`config.mk`:
```
export PLATFORM = sky130hd
export DESIGN_NAME = fft_frame_sequencer
export DESIGN_NICKNAME = d
export VERILOG_FILES = /design/src/rtl/fft_frame_sequencer.sv
export SDC_FILE = /design/constraint.sdc
export NUM_CORES = 1
export LEC_CHECK = 0
export ABC_CLOCK_PERIOD_IN_PS = 1800
export BUFFER_PORTS_ARGS = -buffer_cell sky130_fd_sc_hd__buf_2
export CELL_PAD_IN_SITES_DETAIL_PLACEMENT = 0
export CELL_PAD_IN_SITES_GLOBAL_PLACEMENT = 2
export CORE_MARGIN = 5
export CORE_UTILIZATION = 23
export DETAILED_ROUTE_END_ITERATION = 12
export HOLD_SLACK_MARGIN = 0.12
export PLACE_DENSITY_LB_ADDON = 0.1
export SLEW_MARGIN = 30
export SYNTH_ARGS = -nofsm -noshare
export SYNTH_HDL_FRONTEND = slang
export SYNTH_SLANG_ARGS = --single-unit
export TNS_END_PERCENT = 5
```
`constraint.sdc`:
```
create_clock -name clk -period 1.8 [get_ports clk]
set_input_delay 0 -clock clk [delete_from_list [all_inputs] [get_ports clk]]
set_output_delay 0 -clock clk [all_outputs]
set_load 0.02 [all_outputs]
```
`src/rtl/fft_frame_sequencer.sv`:
```
// Frame sequencer around an FFT core: loads N samples from the UART receiver,
// starts the FFT, waits for results with a timeout and streams them to the transmitter.
module fft_frame_sequencer #(
    parameter int unsigned DATA_W  = 16,
    parameter int unsigned TIMEOUT = 1023
) (
    input  logic              clk,
    input  logic              rst,
    input  logic              frame_start_i,
    input  logic [1:0]        fft_select_i,
    input  logic              rx_valid_i,
    input  logic [DATA_W-1:0] rx_R_i,
    input  logic [DATA_W-1:0] rx_I_i,
    input  logic              abort_i,
    output logic              wr_en_o,
    output logic [4:0]        wr_addr_o,
    output logic [DATA_W-1:0] wr_R_o,
    output logic [DATA_W-1:0] wr_I_o,
    output logic              fft_start_o,
    output logic [1:0]        fft_select_o,
    input  logic              fft_valid_i,
    output logic [4:0]        rd_addr_o,
    input  logic [DATA_W-1:0] rd_R_i,
    input  logic [DATA_W-1:0] rd_I_i,
    output logic              tx_valid_o,
    input  logic              tx_ready_i,
    output logic [DATA_W-1:0] tx_R_o,
    output logic [DATA_W-1:0] tx_I_o,
    output logic              busy_o,
    output logic              done_o,
    output logic              err_o
);

    localparam int unsigned TMR_W = (TIMEOUT > 1) ? $clog2(TIMEOUT) : 1;

    typedef enum logic [2:0] {
        ST_IDLE  = 3'd0,
        ST_LOAD  = 3'd1,
        ST_START = 3'd2,
        ST_WAIT  = 3'd3,
        ST_SEND  = 3'd4
    } state_t;

    state_t              state_q, state_d;
    logic [1:0]          sel_q, sel_d;
    logic [4:0]          cnt_q, cnt_d;
    logic [TMR_W-1:0]    timer_q, timer_d;
    logic [4:0]          rd_addr_q, rd_addr_d;
    logic                wr_en_q, wr_en_d;
    logic [4:0]          wr_addr_q, wr_addr_d;
    logic [DATA_W-1:0]   wr_r_q, wr_r_d;
    logic [DATA_W-1:0]   wr_i_q, wr_i_d;
    logic                fft_start_q, fft_start_d;
    logic                tx_valid_q, tx_valid_d;
    logic                busy_q, busy_d;
    logic                done_q, done_d;
    logic                err_q, err_d;
    logic [4:0]          last_idx;

    // Terminal index of the latched frame size
    always_comb begin
        case (sel_q)
            2'd0:    last_idx = 5'd7;
            2'd1:    last_idx = 5'd15;
            default: last_idx = 5'd31;
        endcase
    end

    always_ff @(posedge clk or negedge rst) begin
        if (!rst) begin
            state_q     <= ST_IDLE;
            sel_q       <= 2'd0;
            cnt_q       <= 5'd0;
            timer_q     <= '0;
            rd_addr_q   <= 5'd0;
            wr_en_q     <= 1'b0;
            wr_addr_q   <= 5'd0;
            wr_r_q      <= '0;
            wr_i_q      <= '0;
            fft_start_q <= 1'b0;
            tx_valid_q  <= 1'b0;
            busy_q      <= 1'b0;
            done_q      <= 1'b0;
            err_q       <= 1'b0;
        end else begin
            state_q     <= state_d;
            sel_q       <= sel_d;
            cnt_q       <= cnt_d;
            timer_q     <= timer_d;
            rd_addr_q   <= rd_addr_d;
            wr_en_q     <= wr_en_d;
            wr_addr_q   <= wr_addr_d;
            wr_r_q      <= wr_r_d;
            wr_i_q      <= wr_i_d;
            fft_start_q <= fft_start_d;
            tx_valid_q  <= tx_valid_d;
            busy_q      <= busy_d;
            done_q      <= done_d;
            err_q       <= err_d;
        end
    end

    always_comb begin
        state_d     = state_q;
        sel_d       = sel_q;
        cnt_d       = cnt_q;
        timer_d     = timer_q;
        rd_addr_d   = rd_addr_q;
        wr_en_d     = 1'b0;
        wr_addr_d   = wr_addr_q;
        wr_r_d      = wr_r_q;
        wr_i_d      = wr_i_q;
        done_d      = 1'b0;
        err_d       = 1'b0;

        case (state_q)
            ST_IDLE: begin
                if (frame_start_i) begin
                    if (fft_select_i == 2'd3) begin
                        err_d = 1'b1;
                    end else begin
                        sel_d   = fft_select_i;
                        cnt_d   = 5'd0;
                        state_d = ST_LOAD;
                    end
                end
            end
            ST_LOAD: begin
                if (rx_valid_i) begin
                    wr_en_d   = 1'b1;
                    wr_addr_d = cnt_q;
                    wr_r_d    = rx_R_i;
                    wr_i_d    = rx_I_i;
                    if (cnt_q == last_idx) begin
                        state_d = ST_START;
                    end else begin
                        cnt_d = cnt_q + 5'd1;
                    end
                end
            end
            ST_START: begin
                timer_d = '0;
                state_d = ST_WAIT;
            end
            ST_WAIT: begin
                if (fft_valid_i) begin
                    rd_addr_d = 5'd0;
                    state_d   = ST_SEND;
                end else if (timer_q == TMR_W'(TIMEOUT - 1)) begin
                    err_d   = 1'b1;
                    state_d = ST_IDLE;
                end else begin
                    timer_d = timer_q + TMR_W'(1);
                end
            end
            ST_SEND: begin
                if (tx_valid_q && tx_ready_i) begin
                    if (rd_addr_q == last_idx) begin
                        done_d  = 1'b1;
                        state_d = ST_IDLE;
                    end else begin
                        rd_addr_d = rd_addr_q + 5'd1;
                    end
                end
            end
            default: state_d = ST_IDLE;
        endcase

        // Abort wins over everything decided above
        if (abort_i) begin
            state_d = ST_IDLE;
            wr_en_d = 1'b0;
            done_d  = 1'b0;
            err_d   = 1'b0;
        end

        fft_start_d = (state_d == ST_START);
        tx_valid_d  = (state_d == ST_SEND);
        busy_d      = (state_d != ST_IDLE);
    end

    assign wr_en_o      = wr_en_q;
    assign wr_addr_o    = wr_addr_q;
    assign wr_R_o       = wr_r_q;
    assign wr_I_o       = wr_i_q;
    assign fft_start_o  = fft_start_q;
    assign fft_select_o = sel_q;
    assign rd_addr_o    = rd_addr_q;
    assign tx_valid_o   = tx_valid_q;
    assign busy_o       = busy_q;
    assign done_o       = done_q;
    assign err_o        = err_q;

    // Result word passes straight from the mux, zeroed while no word is offered
    assign tx_R_o = tx_valid_q ? rd_R_i : '0;
    assign tx_I_o = tx_valid_q ? rd_I_i : '0;

endmodule

```
======== Word-level counts from Yosys, hierarchy flattened ========
Cells that the tools add are included.
word-level totals
  flip-flop bits (word level) ............. 68
  bits of input ports ..................... 73
  output and inout bits ................... 82
  logic and storage cells ................. 88
operators by class
  $add $sub $neg .......................... 3
  eq/ne operators ......................... 20
  muxes and demuxes ....................... 38
  bitwise gates (word level) .............. 1
  reduce and logical (&&, ||, !) cells .... 12
operators with widths
  kind                                                                    number
  5-bit 2-to-1 mux                                                        7
  16-bit 2-to-1 mux                                                       2
  5-bit case mux with 2 select lines                                      3
  3-bit 2-to-1 mux                                                        9
  10-bit 2-to-1 mux                                                       2
  10-bit case mux with 2 select lines                                     1
  2-bit != test (second input constant)                                   9
  3-bit case mux with 5 select lines                                      1
  1-bit 2-to-1 mux                                                        12
  10-bit by 1-bit adder with 10-bit output (second input constant)        1
  5-bit by 1-bit adder with 5-bit output (second input constant)          2
  10-bit equality test (second input constant)                            1
  5-bit equality test                                                     2
  3-bit by 2-bit equality test with 1-bit output (second input constant)  3
  3-bit equality test (second input constant)                             2
  3-bit AND reduction                                                     2
  2-bit nonzero test                                                      3
  5-bit AND reduction                                                     1
  4-bit AND reduction                                                     1
  3-bit by 1-bit equality test with 1-bit output (second input constant)  1
  3-bit zero test                                                         1
  3-bit nonzero test                                                      1
  2-bit by 1-bit equality test with 1-bit output (second input constant)  1
  2-bit equality test (second input constant)                             1
  5 further kinds                                                         5

======== Depth between registers and ports, before layout ========
Gate-level depths: netlist of run 1.
  word-level depth ........................ 8
  mapped depth ............................ 8
  mapped depth without buffers ............ 7

======== Worst setup path before layout of run 1 ========
Ideal clock, no wire load.
  path kind ............................... flip-flop to flip-flop
  start ................................... register sel_q[1], in the netlist fft_select_o[1]
  end ..................................... register cnt_q[3]
  setup time .............................. 0.078 ns
  arrival ................................. 1.780 ns
  data required time ...................... 1.722 ns
  setup slack ............................. -0.058 ns
  stages on the path, launching flop included .. 6
  path buffers ............................ 0
  clock period less this slack ............ 1.858 ns
  cell sequence ........................... dfrtp_1 and4bb_1 o311a_1 o21a_4 or3_1 a21oi_1
on the way
  cells in the longest elaborated chain, start to end .. 5
  elaborated cells between the ends (all ways) .. 6
  those cells by class .................... eq/ne (3); mux (1); reduce/logical (2)
ends and longest elaborated chain
  what                                                                                      RTL line  RTL
  from (decl)                                                                               45        logic [1:0] sel_q, sel_d;
  from (signal assigned)                                                                    87        sel_q <= sel_d;
  2-bit by 1-bit equality test with 1-bit output / 2-bit zero test (equally long branches)  62        case (sel_q)
  5-bit case mux with 2 select lines *                                                      62
  5-bit equality test *                                                                     134       if (cnt_q == last_idx) begin
  2-bit != test (no line) *                                                                 -
  5-bit AND reduction (no line) *                                                           -
  to (signal assigned)                                                                      88        cnt_q <= cnt_d;
  to (decl)                                                                                 46        logic [4:0] cnt_q, cnt_d;
Every way passes the cells marked *; elsewhere a longest branch is shown, timed or not.
A chain may end at the register's enable or synchronous reset.

======== Worst setup path after layout of run 1 ========
  start ................................... register sel_q[0], in the netlist fft_select_o[0]
  end ..................................... register cnt_q[4]
The elaborated chain is that of the path after synthesis.

==> results of run 1 <==
-- final timing paths --
check,endpoint,slack [ns],cells past startpoint
min in group clk,fft_select_o[1],0.26,5
max reg2reg,cnt_q[4],0.03,5
min reg2reg,wr_R_o[13],0.47,2
max,cnt_q[4],0.03,5
max in group asynchronous,fft_select_o[0],1.07,3
min,wr_R_o[6],0.21,3
-- critical path, delay by kind of cell, from the launching register on --
family          cells  cell delay, ns
simple gates        2            0.53
compound gates      3            0.76
flops               1            0.39
-- layout by cell type, fill, tap and decap left out, drive strengths merged, types with 2 or more instances in the layout --
cell and instances:
and2 33, a21oi 11, nor2 21, nand2b 4
clkbuf 12, xor2 8, buf 181, nand3 12
ha 4, clkinv 3, nor3b 2, dfrtp 68
and3 5, or3 6, inv 5, nand4 5
nand2 120, o21ai 13, o311a 2, a31oi 2
dlygate4sd3 39, nor3 3
-- what timing repair did --
item / 4_1_cts / 5_1_grt
endpoints found under the setup margin: 2 / 6
pin swaps: 1 / 0
hold endpoints to repair: 109 / 0
hold buffers: 39 / 0
setup buffers: 1 / 2
resized for setup: 0 / 4
-- Yosys cell counts, types with 3 or more instances --
cell type and count:
nor2_1 21, o21ai_0 8, nand4_1 5, and3_1 4, or3_1 6, and2_1 33, nand2_1 120, nand3_1 12
inv_1 5, dfrtp_1 68, a21oi_1 11, xor2_1 8, ha_1 4, nor3_1 3, clkbuf_1 13, nand2b_1 4
o21ai_1 5
-- where the power goes --
part / leakage [uW] / total, uW / switching, uW / internal [uW]
combinational: 0.00172 / 920 / 553 / 367
clock: 0.000132 / 1570 / 615 / 955
sequential: 0.000881 / 1830 / 101 / 1730
total: 0.00273 / 4320 / 1270 / 3050
-- sequential cells by signal, indices dropped and copies added, names as in the netlist, 2 cells and up --
name	cells
cnt_q	5
fft_select_o	2
rd_addr_o	5
state_q	3
timer_q	10
wr_I_o	16
wr_R_o	16
wr_addr_o	5
-- cell type report --
class / count / area share
flip-flops and latches: 68 / 0.3438
multi-input cells: 265 / 0.2776
repair buffers: 220 / 0.2776
clock buffers: 12 / 0.04972
well taps: 176 / 0.04442
inverters: 5 / 0.003786
clock inverters: 3 / 0.003029
-- routing by layer --
metal / vias to the layer above / GRT usage / part of all wire
met5: - / 0 / 0
met1: 1461 / 0.1438 / 0.44
li1: 1580 / - / -
met4: 0 / 0.04038 / 0.010
met2: 128 / 0.2089 / 0.48
met3: 8 / 0.03699 / 0.076
-- cells by family (layout without fill, tap and decap cells) --
logic type	after synthesis	after routing	share of synthesized area
AO/OA/AOI/OAI	34	34	0.06755
XOR/XNOR	8	8	0.02238
adder cells (fa/ha/maj)	4	4	0.01599
buffers and inverters	19	240	0.02278
flip-flops	68	68	0.5436
multiplexers	2	2	0.006794
AND/OR/NAND/NOR	217	217	0.3209
-- stage by stage --
stage	hold WS [ns]	setup slack (ns)
4_1_cts	0.2271	0.006007
3_5_place_dp	0.04140	-0.002621
3_3_place_gp	0.04252	0.02720
5_1_grt	0.2666	-0.04817
2_1_floorplan	-0.2956	0.005286
6_report	0.2139	0.02858
==> results.tsv, run 1 <==
stage	metric	value	unit
setup_path	WP data arrival	2.02	ns
setup_path	CP endpoint kind	flop	
synthesis	yosys warns	0	
pwr	VDD IR max	0.3812	mV
setup_path	startpoint types	flop	
synthesis	Post-Syn Instances	352	
placed_design	Inst Count DP	692	
synthesis	top cells by area, synth	dfrtp_1 (54%), nand2_1 (14%), and2_1 (6.6%)	
global_route	Tot GR Track Use	0.1212	
sta	Clock Skews	0.006298	ns
clock_network	CTS max path bufs	2	
global_route	initial antenna violation count	0	
final_layout	fin area	0.004957	sq mm
setup_path	Cell Chain, Critical Path	and4bb_1, o311a_1, o21a_4, or3_1, a21oi_1	
route	first-pass detailed-route iteration total	5	
route	DRT iter0 DRCs	133	
die	starting density of the core	0.2355	
final_layout	Sequential Area	0.001704	sq mm
setup_path	r2r startpoint	fft_select_o[0]	
clock_network	clk_lat worst skew	0.33	ns
sta	FMAX	564.5	MHz
die	area of the die	0.01604	sq mm
clock_network	Root Buffer	clkbuf_16	
placed_design	dpl cell area	0.004264	sq mm
clock_network	CTS Buf Count	9	
pwr	Power Dens Cells	871.0	mW/mm^2
final_layout	fraction of layout cells with a size suffix above 1	0.3560	
synthesis	Synth async-reset ratio	1.000	
synthesis	Net Count, Synth	429	
die	I/O pins	155	
outcome	status	completed	
synthesis	Synth Flop Type	dfrtp_1	
sta	worst-margin pin slew	0.5736	ns
route	ANT nets after route	0	
synthesis	flops & latches, synth	68	
final_layout	Fillers	1375	
sta	Slew headroom	0.6176	
final_layout	nets	646	
clock_network	clock-pin slew on the worst setup and hold paths	0.06	ns
placed_design	PortBufs	154	
setup_path	slowest CP cell	dfrtp_2	
setup_path	Setup crit start	fft_select_o[0]	
die	die height	126.7	microns
synthesis	Yosys top cell area share	0.5436	
sta	final hold vios	0	
pwr	Leakage	0.002730	uW
worst_hold_path	Hold Crit Class	primary input to async pin	
clock_network	CTS H-tree depth	3	
clock_network	number of clock sinks	68	
sta	RSZ-0062 raised after global routing	yes	
synthesis	EDFF count, synth	0	
die	die width	126.7	microns
route	routed wire length	9.749	mm
sta	final setup vio count	0	
final_layout	footprint of the multi-input gates	0.001376	sq mm
clock_network	TritonCTS clock tree	done	
sta	Post-Route Setup TNS	0	ns
setup_path	slowest cell delay on critical path	0.39	ns
placed_design	GP Congestion	0.7543	
setup_path	Setup Crit Path Kind	flop to flop	
setup_path	CP max FO	8	
route	DRC violations left	0	
global_route	number of global-route vias before repair	3298	
route	drt wl/cell	13.02	microns
setup_path	Req. time, crit path	2.05	ns
sta	final worst path period share	0.9841	
placed_design	dpl hpwl	7.114	mm
synthesis	syn_area_per_cell	8.893	sq um
route	Via density	4.242	
final_layout	Area growth, synth to finish	58.35	%
synthesis	sequential element share of the synthesized area	0.5436	
synthesis	synth unique cells	36	
final_layout	Layout Utilization	0.3729	
global_route	first-pass GRT wire length	15.79	mm
global_route	GR Overflow Total	0	
run	maxcap violations	0	
global_route	largest net degree at the start of global routing	44	
final_layout	non-filler instance count after layout	749	
synthesis	area leader, netlist	dfrtp_1	
sta	fin. max-slew vios	0	
synthesis	synthesized area	0.003131	sq mm
route	Vias	3177	
sta	minimum clock period	1.771	ns
pwr	Tot Pwr	4318	uW
final_layout	ANT cells	0	
die	Site Rows	42	
die	core area	0.01330	sq mm
No activity file was read; power rests on OpenSTA's default activity.
==> run 2, diff against run 1 <==
==> constraint.sdc (replaced) <==
create_clock -name clk -period 1.8 [get_ports clk]
set_input_delay 0.18 -clock clk [delete_from_list [all_inputs] [get_ports clk]]
set_output_delay 0.18 -clock clk [all_outputs]
set_load 0.02 [all_outputs]
==> results.tsv, run 2 (same netlist as run 1, synthesis figures left out) <==
stage	metric	value	unit
sta	final hold vios	0	
route	ANT nets after route	0	
pwr	Power Dens Cells	904.7	mW/mm^2
clock_network	clock-pin slew on the worst setup and hold paths	0.05	ns
pwr	Leakage	0.002725	uW
sta	Clock Skews	0.002482	ns
final_layout	fraction of layout cells with a size suffix above 1	0.3668	
placed_design	Inst Count DP	691	
final_layout	Fillers	1373	
worst_hold_path	Hold Crit Class	primary input to flop	
global_route	first-pass GRT wire length	15.87	mm
clock_network	CTS H-tree depth	3	
setup_path	WP data arrival	1.99	ns
route	Via density	4.238	
die	starting density of the core	0.2355	
setup_path	startpoint types	flop	
final_layout	most common cell after layout, fill and taps aside	buf_2	
die	area of the die	0.01604	sq mm
clock_network	clk_lat worst skew	0.33	ns
global_route	GR Overflow Total	0	
setup_path	Setup Crit Path Kind	flop to flop	
die	Site Rows	42	
final_layout	Layout Utilization	0.3734	
sta	minimum clock period	1.777	ns
setup_path	CP max FO	7	
route	drt wl/cell	13.00	microns
worst_hold_path	WHS Endpoint	fft_select_o[1]	
final_layout	nets	640	
die	I/O pins	155	
route	DRC violations left	0	
setup_path	CP endpoint kind	flop	
final_layout	ANT cells	0	
clock_network	Root Buffer	clkbuf_16	
sta	Post-Route Setup TNS	0	ns
clock_network	CTS max path bufs	2	
sta	worst-margin pin slew	0.4479	ns
global_route	number of global-route vias before repair	3279	
route	DRT iter0 DRCs	131	
route	first-pass detailed-route iteration total	4	
worst_hold_path	hold path startpoint	fft_select_i[1]	
placed_design	PortBufs	154	
pwr	VDD IR max	0.3903	mV
clock_network	number of clock sinks	68	
setup_path	reg2reg end	cnt_q[1]	
sta	fin. max-slew vios	0	
worst_hold_path	hold depth	3	
placed_design	dpl hpwl	6.995	mm
clock_network	TritonCTS clock tree	done	
setup_path	r2r startpoint	cnt_q[3]	
route	routed wire length	9.659	mm
final_layout	non-filler instance count after layout	743	
setup_path	path depth of the worst reg2reg path	6	
setup_path	Req. time, crit path	2.01	ns
sta	final worst path period share	0.9871	
setup_path	setup slack, reg-to-reg	0.02	ns
sta	RSZ-0062 raised after global routing	yes	
clock_network	CTS Buf Count	9	
global_route	Tot GR Track Use	0.1216	
sta	FMAX	562.8	MHz
placed_design	GP Congestion	0.7555	
final_layout	Area growth, synth to finish	58.59	%
final_layout	Sequential Area	0.001704	sq mm
sta	Slew headroom	0.7014	
outcome	status	completed	
final_layout	commonest non-fill, non-tap cells in the layout	buf_2 (154), nand2_1 (120), dfrtp_1 (66)	
sta	final setup vio count	0	
global_route	largest net degree at the start of global routing	69	
die	die height	126.7	microns
final_layout	footprint of the multi-input gates	0.001395	sq mm
die	core area	0.01330	sq mm
route	Vias	3149	
run	maxcap violations	0	
global_route	initial antenna violation count	0	
die	die width	126.7	microns
==> run 2: layout make-up <==
class | count | share of cell area
clock inverters | 2 | 0.007056
well taps | 176 | 0.04435
multi-input cells | 265 | 0.2810
clock buffers | 13 | 0.05242
repair buffers | 214 | 0.2681
flip-flops and latches | 68 | 0.3432
inverters | 5 | 0.003780
==> run 2: worst max-delay path by stage <==
stage / from / end / slack (ns) / cells past startpoint
3_3_place_gp: timer_q[0] / busy_o / 0.02 / 6
4_1_cts: cnt_q[4] / cnt_q[3] / 0.002 / 5
2_1_floorplan: fft_select_o[0] / cnt_q[3] / 0.005 / 5
3_5_place_dp: state_q[2] / cnt_q[4] / -0.007 / 5
5_1_grt: cnt_q[3] / cnt_q[3] / -0.04 / 5
6_report: cnt_q[3] / cnt_q[1] / 0.02 / 6
==> run 2: what timing repair did <==
item,CTS,global route
gates resized for setup,1,8
setup buffers,0,3
pin swaps,0,7
endpoints found under the hold margin,101,0
hold buffers,34,0
setup endpoints to repair,1,6
==> run 2: through the flow <==
| step | cell area (sq um) | total power (uW) | hold WS [ns] | worst slack [ns] |
|---|---|---|---|---|
| detailed placement | 4269 | 2727 | 0.2405 | -0.006641 |
| CTS | 4912 | 4578 | 0.1374 | 0.001870 |
| finish | 4965 | 4492 | 0.1615 | 0.02323 |
| floorplan | 3133 | 2311 | -0.1156 | 0.005286 |
| global route | 4965 | 4738 | 0.1833 | -0.03631 |
| global placement | 4269 | 2717 | 0.2420 | 0.02176 |
==> run 2: report_power, final <==
part / leakage, uW / switching [uW] / internal, uW / total [uW]
sequential: 0.000881 / 103 / 1730 / 1830
clock: 0.000146 / 603 / 1140 / 1740
combinational: 0.00170 / 552 / 369 / 921
==> run 2: metal layers <==
| layer | share of wire | up-vias | global-route usage |
|---|---|---|---|
| li1 | - | 1570 | - |
| met1 | 0.44 | 1425 | 0.1499 |
| met2 | 0.46 | 142 | 0.1996 |
| met3 | 0.091 | 12 | 0.03867 |
| met4 | 0.013 | 0 | 0.04479 |
| met5 | 0 | - | 0 |
==> run 2: critical path, cell delays in order, from the launching register on <==
cell and delay (ns):
dfrtp_1 0.41, and4bb_1 0.20, o311a_1 0.38, o21a_4 0.25, buf_4 0.14, buf_4 0.12
a22o_1 0.17
==> run 3, diff against run 2 <==
Settings changed: CORE_ASPECT_RATIO set to 0.6, CTS_BUF_LIST set to sky130_fd_sc_hd__clkbuf_4 sky130_fd_sc_hd__clkbuf_8.
==> results.tsv, run 3 (same netlist as run 1, synthesis figures left out) <==
stage	metric	value	unit
clock_network	Root Buffer	clkbuf_8	
die	starting density of the core	0.2319	
global_route	largest net degree at the start of global routing	69	
setup_path	slowest cell delay on critical path	0.38	ns
die	die height	100.4	microns
global_route	initial antenna violation count	0	
placed_design	GP Congestion	0.7341	
sta	minimum clock period	1.779	ns
setup_path	Cell Chain, Critical Path	and4bb_1, o311a_4, o21a_4, or3_4, a21oi_2	
route	DRT iter0 DRCs	71	
route	DRC violations left	0	
sta	Post-Route Setup TNS	0	ns
clock_network	CTS H-tree depth	3	
final_layout	ANT cells	0	
setup_path	slowest CP cell	dfrtp_1	
setup_path	WP data arrival	2.05	ns
sta	FMAX	562.1	MHz
sta	worst-margin pin slew	0.4179	ns
final_layout	commonest non-fill, non-tap cells in the layout	buf_2 (154), nand2_1 (120), dfrtp_1 (65)	
final_layout	most common cell after layout, fill and taps aside	buf_2	
final_layout	Area growth, synth to finish	57.39	%
die	die width	160.6	microns
route	routed wire length	9.684	mm
route	Via density	4.131	
sta	final setup vio count	0	
final_layout	fraction of layout cells with a size suffix above 1	0.3741	
clock_network	clk_lat worst skew	0.35	ns
clock_network	CTS Buf Count	9	
global_route	Tot GR Track Use	0.1209	
setup_path	startpoint types	flop	
outcome	status	completed	
setup_path	Req. time, crit path	2.07	ns
worst_hold_path	Hold Crit Class	primary input to flop	
clock_network	clock-pin slew on the worst setup and hold paths	0.07	ns
pwr	VDD IR max	0.3219	mV
run	maxcap violations	0	
placed_design	dpl hpwl	7.001	mm
route	ANT nets after route	0	
die	area of the die	0.01612	sq mm
sta	RSZ-0062 raised after global routing	yes	
route	first-pass detailed-route iteration total	4	
pwr	Power Dens Cells	827.2	mW/mm^2
placed_design	PortBufs	154	
route	drt wl/cell	12.96	microns
global_route	GR Overflow Total	0	
final_layout	nets	644	
die	I/O pins	155	
sta	Clock Skews	0.007999	ns
route	Vias	3086	
placed_design	dpl cell area	0.004303	sq mm
clock_network	CTS max path bufs	2	
global_route	first-pass GRT wire length	15.61	mm
global_route	number of global-route vias before repair	3047	
clock_network	TritonCTS clock tree	done	
setup_path	CP max FO	5	
sta	final worst path period share	0.9884	
clock_network	number of clock sinks	68	
sta	final hold vios	0	
die	core area	0.01350	sq mm
die	Site Rows	33	
final_layout	fin area	0.004927	sq mm
pwr	Leakage	0.002703	uW
sta	Slew headroom	0.7214	
sta	fin. max-slew vios	0	
setup_path	CP endpoint kind	flop	
setup_path	Setup Crit Path Kind	flop to flop	
run 3: path summary, 6_finish.rpt:
| check | start | end | slack [ns] | cells after the start |
|---|---|---|---|---|
| worst max-delay path | cnt_q[4] | cnt_q[4] | 0.02 | 5 |
| worst min-delay path | fft_select_i[0] | fft_select_o[0] | 0.14 | 3 |
| worst max register to register | cnt_q[4] | cnt_q[4] | 0.02 | 5 |
| worst min register to register | wr_R_o[10] | wr_R_o[10] | 0.47 | 2 |
| max in group asynchronous | rst | wr_addr_o[3] | 1.10 | 3 |
| min in group asynchronous | rst | rd_addr_o[4] | 0.38 | 3 |
run 3: area by class of cell:
class	count	area, sq um
timing repair buffer	218	1364
fill	1392	8574
clock buffer	10	137.6
inverter	5	18.77
sequential	68	1705
multi-input combinational	265	1411
clock inverter	6	71.32
tap	175	219.0
run 3: timing repair:
action,in CTS,in global routing
pin swaps,1,2
gates cloned,0,0
endpoints found under the hold margin,104,0
hold buffers,35,0
buffers inserted,1,1
resized for setup,0,9
setup endpoints to repair,1,16
run 3: through the flow:
step / util / worst slack [ns] / hold WS [ns] / power [uW] / instances
floorplan: - / 0.005286 / -0.1156 / 2311 / 352
global placement: 0.3187 / 0.04841 / 0.2458 / 2727 / 694
detailed placement: 0.3187 / 0.01914 / 0.2471 / 2733 / 694
CTS: 0.3607 / 0.003851 / 0.1340 / 4165 / 746
global route: 0.3649 / -0.06610 / 0.1498 / 4335 / 747
finish: 0.3649 / 0.02081 / 0.1378 / 4076 / 747
run 3: power by group:
| part | internal, uW | switching, uW | total, uW |
|---|---|---|---|
| clock | 689 | 640 | 1330 |
| sequential | 1720 | 101 | 1820 |
| combinational | 371 | 553 | 924 |
run 3: layer usage:
layer / global-route usage / wire, microns
met5: 0 / 0
met4: 0.03173 / 108
met3: 0.03775 / 474
met2: 0.1914 / 4535
met1: 0.1615 / 4566
run 3: critical path: cells and delay by family (launching register included):
kind / cells / cell delay, ns
AOI/OAI and AO/OA: 3 / 0.72
and+or+nand+nor: 2 / 0.60
DFF: 1 / 0.38
